==> src/rtl/signal_change_recorder_pkg.sv <==
// Shared definitions for the signal change recorder: record field layout and FIFO op codes.
// The field offsets are the same ones the software-side decoder uses to unpack records.
package signal_change_recorder_pkg;

  typedef enum logic [1:0] {
    OP_IDLE = 2'b00,
    OP_POP  = 2'b01,
    OP_PUSH = 2'b10,
    OP_BOTH = 2'b11
  } fifo_op_t;

  localparam int VALUE_LSB = 0;

  function automatic int time_lsb(input int width);
    return VALUE_LSB + width;
  endfunction

  function automatic int lost_bit(input int width, input int ts_w);
    return time_lsb(width) + ts_w;
  endfunction

  function automatic int rec_w(input int width, input int ts_w);
    return lost_bit(width, ts_w) + 1;
  endfunction

endpackage

==> src/rtl/trace_fifo.sv <==
// Synchronous show-ahead FIFO; storage is unreset and the head output reads zero while empty.
// A push into a full FIFO is accepted only when a pop frees the head slot in the same cycle.
module trace_fifo
  import signal_change_recorder_pkg::*;
#(
  parameter int W     = 25,
  parameter int DEPTH = 8,
  localparam int AW   = $clog2(DEPTH)
) (
  input  logic          clk,
  input  logic          rst_n,
  input  logic          push,
  input  logic          pop,
  input  logic [W-1:0]  din,
  output logic [W-1:0]  dout,
  output logic          full,
  output logic          empty,
  output logic [AW:0]   count
);

  logic [W-1:0] mem [DEPTH];
  logic [AW:0]  wptr, rptr;
  logic         push_ok, pop_ok;
  fifo_op_t     op;

  assign empty   = (wptr == rptr);
  assign full    = (wptr[AW] != rptr[AW]) && (wptr[AW-1:0] == rptr[AW-1:0]);
  assign pop_ok  = pop && !empty;
  assign push_ok = push && (!full || pop_ok);
  assign op      = fifo_op_t'({push_ok, pop_ok});
  assign dout    = empty ? '0 : mem[rptr[AW-1:0]];

  always_ff @(posedge clk) begin
    if (push_ok) mem[wptr[AW-1:0]] <= din;
  end

  always_ff @(posedge clk or negedge rst_n) begin
    if (!rst_n) begin
      wptr  <= '0;
      rptr  <= '0;
      count <= '0;
    end else begin
      if (push_ok) wptr <= wptr + {{AW{1'b0}}, 1'b1};
      if (pop_ok)  rptr <= rptr + {{AW{1'b0}}, 1'b1};
      case (op)
        OP_PUSH: count <= count + {{AW{1'b0}}, 1'b1};
        OP_POP:  count <= count - {{AW{1'b0}}, 1'b1};
        default: count <= count;
      endcase
    end
  end

endmodule

==> src/rtl/signal_change_recorder.sv <==
// Records every change of a probe bus, with a cycle timestamp, into a show-ahead FIFO.
// Raising en records a snapshot; records lost to a full FIFO are flagged on the next one stored.
module signal_change_recorder
  import signal_change_recorder_pkg::*;
#(
  parameter int WIDTH = 8,
  parameter int TS_W  = 16,
  parameter int DEPTH = 8,
  localparam int CW   = $clog2(DEPTH) + 1
) (
  input  logic              clk,
  input  logic              rst_n,
  input  logic              en,
  input  logic [WIDTH-1:0]  probe,
  input  logic              clr_dropped,
  output logic              rd_valid,
  input  logic              rd_ready,
  output logic [WIDTH-1:0]  rd_value,
  output logic [TS_W-1:0]   rd_time,
  output logic              rd_lost,
  output logic [CW-1:0]     count,
  output logic              dropped
);

  localparam int RW   = rec_w(WIDTH, TS_W);
  localparam int TLSB = time_lsb(WIDTH);
  localparam int LBIT = lost_bit(WIDTH, TS_W);

  logic [TS_W-1:0]  ts;
  logic [WIDTH-1:0] probe_p1;
  logic             en_p1;
  logic             lost_pending;
  logic             push_req, drop;
  logic             full, empty;
  logic [RW-1:0]    rec_in, rec_out;

  assign push_req = en && ((probe != probe_p1) || !en_p1);
  // full implies a valid head, so rd_ready alone decides whether the slot frees up
  assign drop     = push_req && full && !rd_ready;

  always_comb begin
    rec_in                         = '0;
    rec_in[VALUE_LSB +: WIDTH]     = probe;
    rec_in[TLSB +: TS_W]           = ts;
    rec_in[LBIT]                   = lost_pending;
  end

  trace_fifo #(
    .W     (RW),
    .DEPTH (DEPTH)
  ) u_fifo (
    .clk   (clk),
    .rst_n (rst_n),
    .push  (push_req),
    .pop   (rd_ready),
    .din   (rec_in),
    .dout  (rec_out),
    .full  (full),
    .empty (empty),
    .count (count)
  );

  assign rd_valid = !empty;
  assign rd_value = rec_out[VALUE_LSB +: WIDTH];
  assign rd_time  = rec_out[TLSB +: TS_W];
  assign rd_lost  = rec_out[LBIT];

  // p1 stage: previous-cycle probe/enable and record bookkeeping
  always_ff @(posedge clk or negedge rst_n) begin
    if (!rst_n) begin
      ts           <= '0;
      probe_p1     <= '0;
      en_p1        <= 1'b0;
      lost_pending <= 1'b0;
      dropped      <= 1'b0;
    end else begin
      if (en) ts <= ts + TS_W'(1);
      probe_p1 <= probe;
      en_p1    <= en;
      if (drop)          lost_pending <= 1'b1;
      else if (push_req) lost_pending <= 1'b0;
      if (drop)             dropped <= 1'b1;
      else if (clr_dropped) dropped <= 1'b0;
    end
  end

endmodule

==> config.mk <==
export PLATFORM = sky130hd
export DESIGN_NAME = signal_change_recorder
export DESIGN_NICKNAME = d
export VERILOG_FILES = /design/src/rtl/signal_change_recorder_pkg.sv /design/src/rtl/trace_fifo.sv /design/src/rtl/signal_change_recorder.sv
export SDC_FILE = /design/constraint.sdc
export NUM_CORES = 1
export LEC_CHECK = 0
export ABC_AREA = 1
export CORE_MARGIN = 5
export CORE_UTILIZATION = 40
export CTS_CLUSTER_DIAMETER = 30
export CTS_CLUSTER_SIZE = 12
export DETAILED_ROUTE_END_ITERATION = 7
export HOLD_SLACK_MARGIN = 0.03
export PLACE_DENSITY = 0.56
export SYNTH_ARGS = -nofsm -noshare
export SYNTH_HDL_FRONTEND = slang
export SYNTH_HIERARCHICAL = 1
export SYNTH_SLANG_ARGS = --single-unit
==> constraint.sdc <==
create_clock -name clk -period 2.73 [get_ports clk]
set_input_delay 0.6825 -clock clk [delete_from_list [all_inputs] [get_ports clk]]
set_output_delay 0.6825 -clock clk [all_outputs]
set_load 0.01 [all_outputs]
==> summary by stage, run 1 <==
Outcome
The run finished, with violations left. The final reports fail on setup timing.

Floorplanning
After floorplanning, the core was divided into 57 placement rows. The die span in y is ~170 µm. The area enclosed by the die boundary is 27630 µm². The total area inside the core boundary comes to around 24000 µm².

The die is between 150 and 200 µm wide. For this design the top-level I/O count stands at 44. The starting density of the core is 40.38%.

CTS
The H-tree was split into 2 levels. TritonCTS created roughly 50 clock buffers. The post-CTS clock slew at the launch and capture registers of the worst setup and hold paths is about 0.05 ns.

The root cell of the clock tree is sky130_fd_sc_hd__clkbuf_16. The clock net in this run drives a total of approximately 240 sinks. The clock tree from TritonCTS is yes.

The clock reaches the later pin of the worst-skew pair after around 0.53 ns. The maximum number of buffers from clock root to sink is 3.

Flow run
The number of max-cap violations is 0.

GRT
The pin count of the biggest net entering global routing is between 50 and 60. The global-route wire length before repair is ~38000 µm. The number of antenna violations at the first check in global routing is 1. The met1 track demand over resource in global routing is between 20% and 30%.

Global routing finished with a remaining overflow of 0. The global-route met2 utilization is around 28%. The layer with the highest usage after global routing is met2.

Global routing used 17.10% of the available tracks. The fraction of met3 tracks used by global routing is 3.904%. The number of global-route vias before repair came to 6686.

Synth
The number of synthesized register bits is around 240. The number of different library cells used by synthesis comes to 32. The share of the Yosys chip area taken by registers is between 70% and 80%. Synthesis produced between 800 and 900 cells. Counting every net in the synthesized netlist gives roughly 830. The average cell area after synthesis is approximately 12 µm². The netlist area before placement is about 9800 µm². For this run, the number of Yosys warnings is 6.

Routing
Wires add up to between 20000 and 25000 µm. The detailed router finished its first iteration with 513 violations. The detail-routed via count per cell is between 5 and 6. The detailed router placed about 6600 vias in this run.

The number of routed nets with antenna violations is 0. The average wire per standard cell is around 19 µm. For this run, design rule violations remaining after detail routing come to 0. The first TritonRoute pass finished after 5 iterations.

Timing
Setup repair after global routing could not meet its margin everywhere. Setup slack on the critical path of the routed design comes to -0.003134 ns. The max-slew violation total from the final report is 0. Headroom to the max-slew limit came out at 64.49%. Based on the critical path, the design can be clocked at up to roughly 370 MHz. Clock skew on the completed layout was measured at between 0.02 and 0.03 ns.

The final critical path takes up 100.1% of the cycle. The number of endpoints with negative hold slack in the final report is 0. The smallest clock period supported by the final layout is computed as roughly 2.7 ns.

Setup violations remaining at the end of the flow were counted as 1. The transition time at the pin with the least slew margin is 0.5327 ns. After routing, the total negative slack on setup checks comes to -0.003134 ns.

Place
The number of cells after detailed placement is 1197. At the end of routability-driven placement, the weighted congestion stood at 0.7719. The count of input and output buffers is between 40 and 50.

Prior to clock tree synthesis, the placed netlist has a worst setup slack of -0.4925 ns. The HPWL after detailed placement is around 13000 µm.

Critical path
The kind of end point of the critical path is an output port. For the worst setup path, the data required time is 2.05 ns. The highest net fanout along the worst path is 18. The class of the most critical setup path is reg -> out. STA classifies the critical path startpoint as a register.

Data arrives at the worst endpoint at a little over 2 ns.

Hold path
In this run the worst hold path is classified as in -> async.

Layout
The final design utilization is between 50% and 60%. The total inserted antenna cells is 0. The layout filler cell count is 2021. The register cell area after layout is 6987 µm². The multi-input gate area in the final layout is about 2500 µm². The net count of the finished layout is about 960. In the final layout, the share of cells above drive strength 1 is roughly a quarter. The area growth from synthesis to layout is 33.41%.

The number of cells in the finished layout apart from fillers is roughly 1300.

Power
Dividing total power by cell area gives a power density of between 1000 and 1500 nW/µm². The maximum resistive drop on vdd is roughly 0.65 mV. In this run the static leakage power is 4.905 nW.
==> cells in the final DEF, fill, tap and decap left out, drive strengths merged <==
cell	instances
bufinv	4
bufbuf	1
nand4	4
o22ai	50
dlygate4sd2	1
clkdlybuf4s15	2
nor2	174
xnor2	6
dfrtp	39
nand2	76
ha	5
fa	1
o211ai	1
nor3	3
buf	90
dlymetal6s2s	1
inv	54
a21oi	4
xor2	15
clkinv	17
clkdlybuf4s50	15
clkinvlp	4
a31oi	1
o21ai	126
nand3b	1
clkbuf	72
edfxtp	200
nand3	14
==> per-stage QoR <==
stage | hold slack [ns] | power, W | instance area [µm²]
finish | 0.1261 | 0.01636 | 13030
global route | 0.1583 | 0.01724 | 13030
CTS | 0.1333 | 0.01610 | 12840
detailed placement | 0.4802 | 0.01016 | 11080
global placement | 0.4725 | 0.01013 | 11080
floorplan | 0.3869 | 0.007714 | 9771
==> synthesized netlist by cell type (all sizes together) <==
cell type,number,area (µm²)
edfxtp,200,6006
nor2,174,685.7
o21ai,126,630.6
nand2,76,307.8
inv,52,195.2
o22ai,50,312.8
dfrtp,39,975.9
clkbuf,29,108.9
xor2,15,131.4
nand3,14,92.59
buf,12,85.07
xnor2,6,52.55
ha,5,62.56
a21oi,4,20.02
nand4,4,25.02
nor3,3,26.28
a31oi,1,6.260
fa,1,20.02
nand3b,1,11.26
o211ai,1,7.510
==> flip-flops by register name (all words and copies together), names as in the netlist <==
register,flops
probe_p1,8
u_fifo/count,4
u_fifo/mem,200
ts,16
en_p1,1
u_fifo/wptr,4
u_fifo/rptr,4
lost_pending,1
dropped,1
==> worst max-delay path: stages (launching register included) <==
cell and delay, ns:
sky130_fd_sc_hd__dfrtp_2 0.45, sky130_fd_sc_hd__inv_4 0.12, sky130_fd_sc_hd__bufbuf_16 0.31, sky130_fd_sc_hd__nor2_1 0.05, sky130_fd_sc_hd__o22ai_1 0.17, sky130_fd_sc_hd__o21ai_1 0.10
sky130_fd_sc_hd__nor2_1 0.11, sky130_fd_sc_hd__clkdlybuf4s15_2 0.23
==> cells by family after synthesis <==
kind of cell	after synthesis	share of synthesized area, %
AOI/OAI and AO/OA	182	10.01
xor gates and xnor gates	21	1.884
and+or+nand+nor	272	11.76
adders and majority gates	6	0.8458
buffers and inverters	93	3.985
DFF	239	71.51
==> timing repair <==
item / in CTS / in global routing
resized for setup: 93 / 60
buffers inserted: 7 / 3
pin swaps: 10 / 20
hold buffers: 0 / 0
endpoints found under the setup margin: 26 / 27
gates cloned: 3 / 6
==> where the power goes <==
| part | internal (W) | switching [W] | total [W] |
|---|---|---|---|
| clock network | 0.00394 | 0.00183 | 0.00577 |
| registers | 0.00466 | 0.000342 | 0.00500 |
| logic | 0.00227 | 0.00331 | 0.00559 |
| total | 0.0109 | 0.00549 | 0.0164 |
==> area by class of cell <==
cell class                      count  area share (%)
Sequential cell                   239           53.64
Inverter                           52           1.537
Clock inverter                     27           1.979
Timing Repair Buffer              119           9.981
Multi-Input combinational cell    481           19.07
Tap cell                          324           3.112
Clock buffer                       63           10.68
==> routing by layer <==
| layer | vias up | share of wire [%] |
|---|---|---|
| met3 | 39 | 6.7 |
| met1 | 3199 | 43 |
| met4 | 0 | 1.6 |
| li1 | 3134 | - |
| met5 | - | 0 |
| met2 | 206 | 48 |
==> worst paths after layout <==
kind / start / end / slack, ns / cells after the start
worst min-delay path: rst_n / ts[15] / 0.13 / 1
worst max-delay path: u_fifo/rptr[0] / rd_value[2] / -0.003 / 7
worst max register to register: u_fifo/rptr[0] / u_fifo/count[3] / 0.34 / 18
worst min register to register: dropped / dropped / 0.48 / 2
max in group asynchronous: rst_n / u_fifo/wptr[0] / 1.97 / 2
min in group clk: dropped / dropped / 0.48 / 2
Power figures use the tool's default switching activity.
==> run 2: changes to the inputs <==
--- a/config.mk
+++ b/config.mk
@@ -12,7 +12,7 @@
 export CTS_CLUSTER_SIZE = 12
 export DETAILED_ROUTE_END_ITERATION = 7
 export HOLD_SLACK_MARGIN = 0.03
-export PLACE_DENSITY = 0.56
+export PLACE_DENSITY = 0.6
 export SYNTH_ARGS = -nofsm -noshare
 export SYNTH_HDL_FRONTEND = slang
 export SYNTH_HIERARCHICAL = 1
==> run 2 against run 1 <==
Against the previous run: the flow still finishes with violations (setup timing); final area increased by 1.5%; register-to-register slack gained 0.14 ns; total power is 1.3% higher; fmax decreased by 1.5%; flip-flop and latch count unchanged; non-clock buffer count rose by 18; hold slack worse by 0.0044 ns; largest power group is now combinational cells; count of clock-buffer cells in the layout down 2; worst setup slack worse by 0.042 ns; combinational power is 11% higher; sequential power about the same.
==> summary by stage, run 2 (synthesis results as in run 1) <==
Floorplanning
The initialized floorplan defines 57 standard-cell rows. The number of primary I/O pins is between 40 and 50. The die covers 27630 µm². The overall die width is 166.2 µm.

From bottom edge to top edge, the die measures approximately 170 µm. The total area inside the core boundary comes to ~24000 µm². The initial utilization of the core area, before any placement, comes to between 40% and 50%.

Timing
The clock period minus final worst setup slack is ~2.8 ns. The worst clock skew is 0.02294 ns. The highest clock frequency the design can meet is about 360 MHz.

The final clock period utilization by the worst path is 101.6%. The number of endpoints with negative hold slack in the final report is 0. Adding up every negative setup slack in the final design gives -0.1467 ns. Across all setup checks in the final design, the least slack found is -0.04469 ns.

The transition time at the pin with the least slew margin is 0.5072 ns. Setup repair after global routing could not meet its margin everywhere. The headroom to the max-slew limit is between 60% and 70%. The number of setup violations in the final report is 10. The max-slew violation total from the final report was 0.

Routing
The DRC violation total after the first TritonRoute iteration is approximately 580. The number of routed nets with antenna violations is 0. In the routed design, unresolved DRC markers number 0. The average wire per standard cell is roughly 20 µm. The total detailed-routing wirelength is around 26000 µm.

Detailed routing inserted a total of 6816 vias. The detail-routed via count per cell is 5.156. The first detailed-routing pass took 5 iterations.

Critical path
In this run the critical register-to-register path is launched from u_fifo/rptr[0]. The cell that appears most often on the critical path is sky130_fd_sc_hd__o21ai_0. The class of the most critical setup path is reg -> out. The number of buffers and inverters on the critical path is 4.

The category of cells accounting for the largest share of critical-path delay is buffers and inverters. The critical path startpoint category is a register. On the critical path, the stage with the largest delay is an instance of sky130_fd_sc_hd__dfrtp_2.

The signal on the critical path passes through clkinv_4 > buf_6 > buf_12 > o21ai_0 > o22ai_1 > o21ai_0 > nor2_1 > buf_2. The cell count of the worst reg-to-reg path is 17. The kind of end point of the critical path is an output port. At the worst endpoint, the arrival time is 2.09 ns. The biggest cell delay along the critical path is 0.48 ns. The number of logic stages on the critical path including buffering is 8. The highest net fanout along the worst path is 7. Setup slack on the worst reg-to-reg path comes out at approximately 0.48 ns.

The data required time of the critical path is between 2 and 2.5 ns. In this run the critical register-to-register path is captured at u_fifo/count[3].

CTS
TritonCTS built the clock tree. Counting every sink on the clock net gives 239. The level count of the clock H-tree is 2. The root cell of the clock tree is sky130_fd_sc_hd__clkbuf_16.

The clock latency of the later-clocked register in the worst-skew pair is ~0.53 ns. The CTS buffer count is 47. Counting along the longest clock path gives a buffer depth of 3. The post-CTS clock slew at the launch and capture registers of the worst setup and hold paths is 0.05 ns.

GRT
The number of antenna violations at the first check in global routing is 0. The number of global-route vias before repair came to around 6600. The total routing resource utilization after global routing is roughly 18%. After global routing the overflow that remains totals 0. The first global-routing pass estimated ~38000 µm of wire. The pin count of the biggest net entering global routing is 34.

Outcome
The final reports fail on setup timing. The run finished, with violations left.

Power
The internal power is 0.01082 W. For this design the ratio of total power to cell area is around 1300 nW/µm². Sequential cells burn approximately 30% of the power. The leakage power of the design is roughly 5.0 nW. Net switching is approximately a third of the power. The maximum resistive drop on vdd is roughly 0.63 mV. Summed over all nets, the switching power comes to about 0.0058 W. The clock group share of total power is 32.2%. The part of the power in combinational logic is between 30% and 40%.

Place
The last weighted congestion value of the routability-driven placer is 0.7947. The count of input and output buffers is 43. The HPWL after detailed placement is 13470 µm. The number of cells after detailed placement is around 1200. Before CTS, the worst setup slack after placement is -0.4117 ns.

Layout
The signed area change from the synthesized netlist to the final layout is 35.38%. For this run, the post-layout net count is slightly below 1000. The library cell used most frequently in the layout, excluding fill and tap cells, is sky130_fd_sc_hd__edfxtp_1. The post-route netlist has between 20% and 30% of its cells at a drive strength greater than 1. The register with the most flip-flops in the layout has 200 of them.

The layout filler cell count is 2004. In the layout the commonest cells are sky130_fd_sc_hd__edfxtp_1 (200), sky130_fd_sc_hd__nor2_1 (154), sky130_fd_sc_hd__o21ai_0 (66). The number of cells in the finished layout apart from fillers is ~1300.

Hold path
The worst hold path class is in -> async.

Flow run
Max-cap violations in this run came to 0.
run 2: cell count changes in the layout (fill, tap and decap cells not counted), moves of 5 or more:
cell	delta
sky130_fd_sc_hd__nor2_2	+6
sky130_fd_sc_hd__o21ai_0	-32
sky130_fd_sc_hd__clkbuf_16	+5
sky130_fd_sc_hd__o21ai_1	+23
sky130_fd_sc_hd__o21ai_2	+8
sky130_fd_sc_hd__buf_4	+7
sky130_fd_sc_hd__clkinvlp_4	+6
sky130_fd_sc_hd__clkbuf_1	+5
sky130_fd_sc_hd__buf_6	+5
run 2: worst max path at each step:
stage,from,endpoint
after floorplan,probe[1],u_fifo/mem[0][0]
after global placement,probe[7],u_fifo/count[3]
after global routing,u_fifo/rptr[0],rd_time[8]
final,u_fifo/rptr[0],rd_value[6]
after CTS,u_fifo/rptr[0],rd_time[6]
after detailed placement,probe[7],u_fifo/count[3]
run 2: area by class of cell:
cell class | count | area [µm²] | share of cell area, %
clock buffers | 61 | 1280 | 9.684
repair buffers | 137 | 1577 | 11.93
well taps | 324 | 405.4 | 3.067
inverters | 52 | 202.7 | 1.534
clock inverters | 27 | 232.7 | 1.761
multi-input cells | 481 | 2534 | 19.17
flip-flops and latches | 239 | 6984 | 52.84
diodes | 1 | 2.502 | 0.01893
run 2: what timing repair did:
action | CTS | global route
cloned | 6 | 13
setup endpoints to repair | 26 | 39
gates resized for setup | 156 | 75
pin swaps | 18 | 30
setup buffers | 9 | 5
hold buffers | 0 | 0
run 2: power by group through the flow:
stage | clock network [W] | registers [W] | logic [W]
5_1_grt | 0.00563 | 0.00510 | 0.00667
6_report | 0.00534 | 0.00503 | 0.00621
4_1_cts | 0.00541 | 0.00501 | 0.00546
2_1_floorplan | 0 | 0.00497 | 0.00275
3_5_place_dp | 0 | 0.00506 | 0.00509
3_3_place_gp | 0 | 0.00505 | 0.00506
run 2: metrics by stage:
stage	utilization [%]	instance area [µm²]	total power, W	hold slack [ns]
after floorplan	-	9771	0.007714	0.3869
after global placement	45.74	11060	0.01011	0.4717
after detailed placement	45.74	11060	0.01016	0.4793
after CTS	52.91	12790	0.01589	0.1348
after global routing	54.66	13220	0.01741	0.1326
final	54.67	13220	0.01658	0.1217
run 2: routing by layer:
metal | vias to the layer above | global-route usage, % | share of wire (%)
met5 | - | 0 | 0
met4 | 0 | 5.336 | 1.8
met3 | 36 | 3.475 | 7.1
met2 | 281 | 27.95 | 48
met1 | 3320 | 24.50 | 43
li1 | 3179 | - | -
